<file path="src/rtl/rsp_s1_prep_pkg.sv">
// Shared types and defaults for the S1 prep differentiator slice.
// PIPE_LAT follows the diff stage's x0->y0 valid delay so controller and datapath agree.
`ifndef DELAY_DIFF_X0_VALID
`define DELAY_DIFF_X0_VALID 4
`endif

package rsp_s1_prep_pkg;

    localparam int DIFF_DATA_NUM = 1024;
    localparam int DIFF_PIPE_LAT = `DELAY_DIFF_X0_VALID;

    typedef enum logic [1:0] {
        ST_IDLE  = 2'd0,
        ST_LOAD  = 2'd1,
        ST_RUN   = 2'd2,
        ST_DRAIN = 2'd3
    } diff_ctrl_state_t;

endpackage

</file>
<file path="src/rtl/delay.sv">
// Fixed-depth register delay line, cleared by reset.
module delay #(
    parameter int WIDTH = 1,
    parameter int DEPTH = 1
) (
    input  logic             clk,
    input  logic             rst,
    input  logic [WIDTH-1:0] d_i,
    output logic [WIDTH-1:0] q_o
);

    logic [WIDTH-1:0] pipe_q [DEPTH];

    always_ff @(posedge clk or posedge rst) begin
        if (rst) begin
            for (int i = 0; i < DEPTH; i++) begin
                pipe_q[i] <= '0;
            end
        end else begin
            pipe_q[0] <= d_i;
            for (int i = 1; i < DEPTH; i++) begin
                pipe_q[i] <= pipe_q[i-1];
            end
        end
    end

    assign q_o = pipe_q[DEPTH-1];

endmodule

</file>
<file path="src/rtl/rsp_s1_prep_diff_ctrl.sv">
// Frame sequencer: reads DATA_NUM-beat frames from a ping-pong RAM into the diff stage,
// holding the sel/switch mode for a whole frame and changing it only after the pipe drains.
module rsp_s1_prep_diff_ctrl
    import rsp_s1_prep_pkg::*;
#(
    parameter int DATA_NUM = DIFF_DATA_NUM,
    parameter int PIPE_LAT = DIFF_PIPE_LAT,
    parameter int FRAME_W  = 16,
    parameter int ADDR_W   = $clog2(DATA_NUM) + 1
) (
    input  logic               clk,
    input  logic               rst,
    input  logic               i_start,
    input  logic [FRAME_W-1:0] i_frame_num,
    input  logic               i_cfg_sel_16_32,
    input  logic               i_cfg_switch,
    input  logic               i_ds_ready,
    output logic               o_rd_en,
    output logic [ADDR_W-1:0]  o_rd_addr,
    output logic               o_sel_16_32,
    output logic               o_switch,
    output logic               o_x0_valid,
    output logic               o_x0_last,
    output logic               o_busy,
    output logic               o_done,
    output logic [FRAME_W-1:0] o_frame_cnt
);

    localparam int BEAT_W  = ADDR_W - 1;
    localparam int DRAIN_W = (PIPE_LAT < 1) ? 1 : $clog2(PIPE_LAT + 1);
    localparam logic [BEAT_W-1:0]  LAST_BEAT  = BEAT_W'(DATA_NUM - 1);
    localparam logic [DRAIN_W-1:0] DRAIN_INIT = DRAIN_W'(PIPE_LAT);

    diff_ctrl_state_t state_q, state_d;

    logic               bank_q, bank_d;
    logic [BEAT_W-1:0]  beat_q, beat_d;
    logic [FRAME_W-1:0] frames_left_q, frames_left_d;
    logic [DRAIN_W-1:0] drain_cnt_q, drain_cnt_d;
    logic [FRAME_W-1:0] frame_cnt_q, frame_cnt_d;
    logic               sel_q, sel_d;
    logic               switch_q, switch_d;
    logic               done_q, done_d;

    logic rd_en;
    logic rd_last;
    logic last_frame;
    logic drain_exit;

    always_comb begin
        state_d       = state_q;
        bank_d        = bank_q;
        beat_d        = beat_q;
        frames_left_d = frames_left_q;
        drain_cnt_d   = drain_cnt_q;
        frame_cnt_d   = frame_cnt_q;
        sel_d         = sel_q;
        switch_d      = switch_q;
        done_d        = 1'b0;
        rd_en         = 1'b0;
        rd_last       = 1'b0;
        last_frame    = (frames_left_q == FRAME_W'(1));
        drain_exit    = 1'b0;

        case (state_q)
            ST_IDLE: begin
                if (i_start) begin
                    frame_cnt_d = '0;
                    if (i_frame_num == '0) begin
                        done_d = 1'b1;
                    end else begin
                        frames_left_d = i_frame_num;
                        state_d       = ST_LOAD;
                    end
                end
            end

            ST_LOAD: begin
                sel_d    = i_cfg_sel_16_32;
                switch_d = i_cfg_switch;
                beat_d   = '0;
                state_d  = ST_RUN;
            end

            ST_RUN: begin
                rd_en = i_ds_ready;
                if (rd_en) begin
                    beat_d = beat_q + 1'b1;
                    if (beat_q == LAST_BEAT) begin
                        rd_last     = 1'b1;
                        beat_d      = '0;
                        drain_cnt_d = DRAIN_INIT;
                        state_d     = ST_DRAIN;
                    end
                end
            end

            ST_DRAIN: begin
                if (drain_cnt_q != '0) begin
                    drain_cnt_d = drain_cnt_q - 1'b1;
                end
                // Between frames the next LOAD overlaps the final drain cycle; on the
                // last frame we wait one more so the final y0_valid precedes o_done.
                drain_exit = last_frame ? (drain_cnt_q == '0)
                                        : (drain_cnt_q <= DRAIN_W'(1));
                if (drain_exit) begin
                    drain_cnt_d   = '0;
                    bank_d        = ~bank_q;
                    frames_left_d = frames_left_q - 1'b1;
                    if (frame_cnt_q != '1) begin
                        frame_cnt_d = frame_cnt_q + 1'b1;
                    end
                    if (last_frame) begin
                        done_d  = 1'b1;
                        state_d = ST_IDLE;
                    end else begin
                        state_d = ST_LOAD;
                    end
                end
            end

            default: state_d = ST_IDLE;
        endcase
    end

    always_ff @(posedge clk or posedge rst) begin
        if (rst) begin
            state_q       <= ST_IDLE;
            bank_q        <= 1'b0;
            beat_q        <= '0;
            frames_left_q <= '0;
            drain_cnt_q   <= '0;
            frame_cnt_q   <= '0;
            sel_q         <= 1'b0;
            switch_q      <= 1'b0;
            done_q        <= 1'b0;
        end else begin
            state_q       <= state_d;
            bank_q        <= bank_d;
            beat_q        <= beat_d;
            frames_left_q <= frames_left_d;
            drain_cnt_q   <= drain_cnt_d;
            frame_cnt_q   <= frame_cnt_d;
            sel_q         <= sel_d;
            switch_q      <= switch_d;
            done_q        <= done_d;
        end
    end

    // RAM data lands one cycle after the strobe, so valid/last follow by the same amount.
    delay #(
        .WIDTH (2),
        .DEPTH (1)
    ) u_x0_dly (
        .clk (clk),
        .rst (rst),
        .d_i ({rd_en, rd_last}),
        .q_o ({o_x0_valid, o_x0_last})
    );

    assign o_rd_en     = rd_en;
    assign o_rd_addr   = {bank_q, beat_q};
    assign o_sel_16_32 = sel_q;
    assign o_switch    = switch_q;
    assign o_busy      = (state_q != ST_IDLE);
    assign o_done      = done_q;
    assign o_frame_cnt = frame_cnt_q;

endmodule

</file>
<file path="config.mk">
export PLATFORM = sky130hd
export DESIGN_NAME = rsp_s1_prep_diff_ctrl
export DESIGN_NICKNAME = d
export VERILOG_FILES = /design/src/rtl/rsp_s1_prep_pkg.sv /design/src/rtl/delay.sv /design/src/rtl/rsp_s1_prep_diff_ctrl.sv
export SDC_FILE = /design/constraint.sdc
export NUM_CORES = 1
export LEC_CHECK = 0
export ABC_CLOCK_PERIOD_IN_PS = 5400
export BUFFER_PORTS_ARGS = -buffer_cell sky130_fd_sc_hd__buf_2
export CAP_MARGIN = 20
export CORE_ASPECT_RATIO = 0.5
export CORE_UTILIZATION = 61
export CTS_CLUSTER_SIZE = 8
export DETAILED_ROUTE_END_ITERATION = 8
export PLACE_DENSITY = 0.84
export SLEW_MARGIN = 10
export SYNTH_ARGS = -nofsm -noshare
export SYNTH_HDL_FRONTEND = slang
export SYNTH_SLANG_ARGS = --single-unit
</file>
<file path="constraint.sdc">
create_clock -name clk -period 5.4 [get_ports clk]
set_clock_uncertainty 0.2 [all_clocks]
set_input_delay 0.54 -clock clk [delete_from_list [all_inputs] [get_ports clk]]
set_output_delay 0.54 -clock clk [all_outputs]
set_load 0.01 [all_outputs]
</file>
### Word level (Yosys, flattened, before mapping)

Index checks and enable logic that the tools add are counted.

* bits in registers: 53
* input bits: 22

* equality and inequality tests: 13
* reductions and logical operators: 14
* bitwise operators: 1
* add/sub/neg operators: 4
* muxes and demuxes: 33
* $lt $le $gt $ge: 1

Operator list (number)
* $mux 16: 6
* $pmux 16 s2: 2
* $mux 10: 2
* $pmux 10 s2: 1
* $add 16x1->16 const B: 1
* $eq 16x1->1 const B: 1
* $logic_not 16->1: 1
* $ne 16x16->1 const B: 1
* $sub 16x1->16 const B: 1
* $mux 3: 4
* $ne 2x2->1 const B: 6
* $reduce_and 4->1: 3
* $add 10x1->10 const B: 1
* $eq 10x10->1 const B: 1
* $mux 1: 10
* $mux 2: 5
* $pmux 2 s4: 1
* $reduce_bool 2->1: 4
* $pmux 3 s2: 1
* $reduce_and 5->1: 1
* $eq 2x2->1 const B: 2
* $reduce_and 2->1: 2
* $le 3x1->1 const B: 1
* $logic_not 3->1: 1
* 7 further kinds: 7

### Logic depth before layout (Yosys ltp)

* depth after elaboration: 4
* mapped depth: 10
* mapped depth without buffers: 8

### Cells and area by module

Synthesis repeated with hierarchy kept, for this count alone.

* cells, all modules: 375
* area total of the unflattened synthesis: 3299.4 µm²

By module, submodules not included
* rsp_s1_prep_diff_ctrl: cells each 372, instances 1, area each 3245.6 µm², seq. area each 1276.2 µm²
* delay: cells each 3, instances 1, area each 53.8 µm², seq. area each 50.0 µm²

### Worst setup path before layout

OpenSTA, ideal clock, no wires.

* path kind: reg2reg
* from: register state_q[0]
* to: register frames_left_q[9]
* buffers on the path: 2
* path slack: 3.037 ns
* library setup time: 0.135 ns
* required time: 5.065 ns
* cell stages (with the launch flop): 11
* period minus slack after synthesis: 2.363 ns
* arrival: 2.027 ns
* cells stage by stage: dfrtp_1 > inv_1 > ha_1 > clkbuf_1 > nor4b_1 > nand4_1 > o21ai_0 > a21oi_1 > clkbuf_1 > o22ai_1 > a21oi_1

* word-level cells in the longest chain between the ends: 3
* elaborated cells between the ends (all ways): 8

Ends and longest elaborated chain
* start: declaration: line rsp_s1_prep_diff_ctrl.sv:34 `diff_ctrl_state_t state_q, state_d;`
* start signal: assignment: line rsp_s1_prep_diff_ctrl.sv:138 `state_q <= state_d;`
* $eq 2x2->1 / $logic_not 2->1 (equally long branches): line rsp_s1_prep_diff_ctrl.sv:65 `case (state_q)`
* $ne 2x2->1 (no source line) / $reduce_bool 2->1 (equally long branches)
* $reduce_and 4->1 (no source line)
* end signal: assignment: line rsp_s1_prep_diff_ctrl.sv:141 `frames_left_q <= frames_left_d;`
* end: declaration: line rsp_s1_prep_diff_ctrl.sv:38 `logic [FRAME_W-1:0] frames_left_q, frames_left_d;`

Parallel ways exist; a longest one is shown, timed or not.
A chain may end at the register's enable or synchronous reset.

### Final worst setup path

* from: register state_q[0]
* to: register frames_left_q[5]

Same word-level chain as after synthesis.

==> flow_metrics.env <==
export IMPL_first_iter_violations=270
export IMPL_slowest_delay_ps=540
export IMPL_synth_edf_count=0
export IMPL_cp_top_family="compound AO/OA/AOI/OAI gates"
export IMPL_fin_nets=457
export IMPL_routed_wl_um=8160
export IMPL_hpwl_um=5900
export IMPL_yosysWarnings=0
export IMPL_initial_core_util=0.643
export IMPL_cts_tree="yes"
export IMPL_finalCritPeriodShare=0.541
export IMPL_vias_per_cell=6.41
export IMPL_slew_headroom=0.324
export IMPL_critical_path_max_fanout=17
export IMPL_coreArea_mm2=0.00498
export IMPL_peakVddDrop_mv=0.165
export IMPL_clockRootBuffer="clkbuf_8"
export IMPL_hold_class="input port to async pin"
export IMPL_cp_end_kind="register"
export IMPL_ctsResizeCount=0
export IMPL_power_uw=858
export IMPL_start_kind="register"
export IMPL_drc_errors=0
export IMPL_antenna_found_initial=0
export IMPL_path_class="register to register"
export IMPL_mostFrequentLayoutCells="55 x buf_2, 53 x dfrtp_1, 45 x nor2_1"
export IMPL_path_buf_inv=1
export IMPL_final_cells=495
export IMPL_rows=18
export IMPL_synth_cells=371
export IMPL_fin_util=0.738
export IMPL_max_freq_mhz=342
export IMPL_die_h_um=53.2
export IMPL_crit_slowest_cell="o21ai_1"
export IMPL_grt_pass1_wl_um=13200
export IMPL_clkLatencyLatePin_ps=320
export IMPL_grt_overflow=0
export IMPL_setup_viol=0
export IMPL_synth_async_sr_flop_share=1.00
export IMPL_cp_common_cell="o21ai_0"
export IMPL_dr_total_vias=3172
export IMPL_portBuffers=55
export IMPL_hold_violations=0
export IMPL_cts_sinks=53
export IMPL_ant_nets=0
export IMPL_clockBufferDepth=2
export IMPL_cts_buffers_inserted=5
export IMPL_drtPass1Iterations=4
export IMPL_drive_above_1_share=0.184
export IMPL_tns_ps=0
export IMPL_drv_cap=0
export IMPL_routedWlPerCell_um=16.5
export IMPL_path_clk_slew_ps=110
export IMPL_diodes=0
export IMPL_maxSlewViolCount=0
export IMPL_synth_yosys_seq_area_share=0.414
export IMPL_hold_buffers=0
export IMPL_worstPathArrival_ps=2960
export IMPL_synth_ff_type="dfrtp_1"
export IMPL_netlist_area_mm2=0.00320
export IMPL_dpl_cell_count=487
export IMPL_final_common_cell="buf_2"
export IMPL_grt_max_degree=54
export IMPL_synthDistinctLibCells=59
export IMPL_path_cells="inv_1 > ha_1 > nor4b_1 > nand4_1 > o21a_1 > o21ai_1 > o21ai_0 > o21ai_0"
export IMPL_ios=56
export IMPL_grt_pass1_vias=2745
export IMPL_syn_to_final_growth_pct=14.7
export IMPL_die_w_um=104
export IMPL_worstPathRequired_ps=5430
export IMPL_cts_setup_buffers=0
export IMPL_leakagePower_nw=1.65
export IMPL_fin_crit_ps=2920
export IMPL_htree_levels=2
export IMPL_status="completed"
export IMPL_synth_nets=404
export IMPL_ys_ff_latch=53
export IMPL_gp_congestion=0.882
export IMPL_design_die_area_mm2=0.00556
export IMPL_rsz0062_at_grt="no"
export IMPL_tightestPinTransition_ps=1010
export IMPL_track_usage=0.306
export IMPL_syn_avg_cell_area_um2=8.63
export IMPL_p_per_area_mw_per_mm2=234
cell type report:
class / instances / area (um2)
clock buffer: 5 / 68.8
clock inverter: 3 / 68.8
fill: 391 / 1310
inverter: 17 / 65.1
multi-input combinational: 290 / 1760
sequential: 53 / 1330
tap: 70 / 87.6
timing repair buffer: 57 / 290
where the power goes:
group	switching [mW]	internal, mW	total, mW	leakage, nW
logic	0.0483	0.0393	0.0876	0.889
registers	0.0237	0.415	0.439	0.693
clock network	0.144	0.187	0.331	0.0687
total	0.216	0.641	0.858	1.65
metrics by stage:
step           area [um2]  hold WS [ps]  worst slack, ps
6_report             3670           189             2480
3_3_place_gp         3530           249             2620
3_5_place_dp         3530           286             2550
4_1_cts              3670           268             2520
5_1_grt              3670           251             2270
2_1_floorplan        3200           243             3040
flip-flops by register name (all words and copies together), names as in the netlist:
register       cells
drain_cnt_q        3
o_sel_16_32        1
u_x0_dly.q_o       2
state_q            2
frames_left_q     16
o_frame_cnt       16
bank_q             1
o_done             1
beat_q            10
o_switch           1
worst paths after layout:
check                                             from                           end  slack, ps  cells after the start
worst max-delay path            state_q[0]$_DFFE_PP0P_  frames_left_q[5]$_DFFE_PP0P_       2480                      8
worst min-delay path                               rst   o_frame_cnt[12]$_DFFE_PP0P_        190                      2
worst max register to register  state_q[0]$_DFFE_PP0P_  frames_left_q[5]$_DFFE_PP0P_       2480                      8
worst min register to register      bank_q$_DFFE_PP0P_            bank_q$_DFFE_PP0P_        300                      1
max in group asynchronous                          rst    drain_cnt_q[2]$_DFFE_PP0P_       4250                      2
min in group clk                       i_cfg_sel_16_32       o_sel_16_32$_DFFE_PP0P_        260                      2
Yosys cell counts (3+ instances only):
cell      instances  share of area
a21oi_1          33          0.052
dfrtp_1          53           0.41
nor2_1           45          0.053
o21ai_0          22          0.034
or3_1            11          0.022
xor2_1            5          0.014
nand3_1          23          0.036
o22ai_1           7          0.014
o31ai_1           7          0.016
mux2i_1           3         0.0094
xnor2_1           3         0.0082
o22a_1            4          0.011
nand2_1          27          0.032
nor2b_1           5         0.0098
or2_2             3         0.0059
ha_1             11          0.043
inv_1            16          0.019
and3_1            4         0.0078
o21ai_1           4         0.0063
nor3_1            8          0.013
nor4_1            4         0.0078
nand4_1           7          0.014
or4_1             7          0.016
clkbuf_1          9          0.011
a31oi_1           5         0.0098
o21a_1            3         0.0070
mux2_2            4          0.014
kinds of logic after synthesis:
kind of cell	after synthesis	synth area share
simple gates	158	0.254
compound gates	106	0.208
flops	53	0.414
buf+inv	28	0.0344
fa+ha+maj	11	0.0430
xor+xnor	8	0.0219
mux	7	0.0235
worst register-to-register path, stage by stage, from the launching register on:
cell	delay, ps
dfrtp_1	410
inv_1	150
ha_1	370
nor4b_1	360
nand4_1	190
o21a_1	240
o21ai_1	540
o21ai_0	260
o21ai_0	120
per-layer routing:
layer	share of wire	global-route usage
met1	0.44	0.394
met2	0.48	0.544
met3	0.069	0.0628
met4	0.0096	0.0619
met5	0	0
Power figures use the tool's default switching activity.
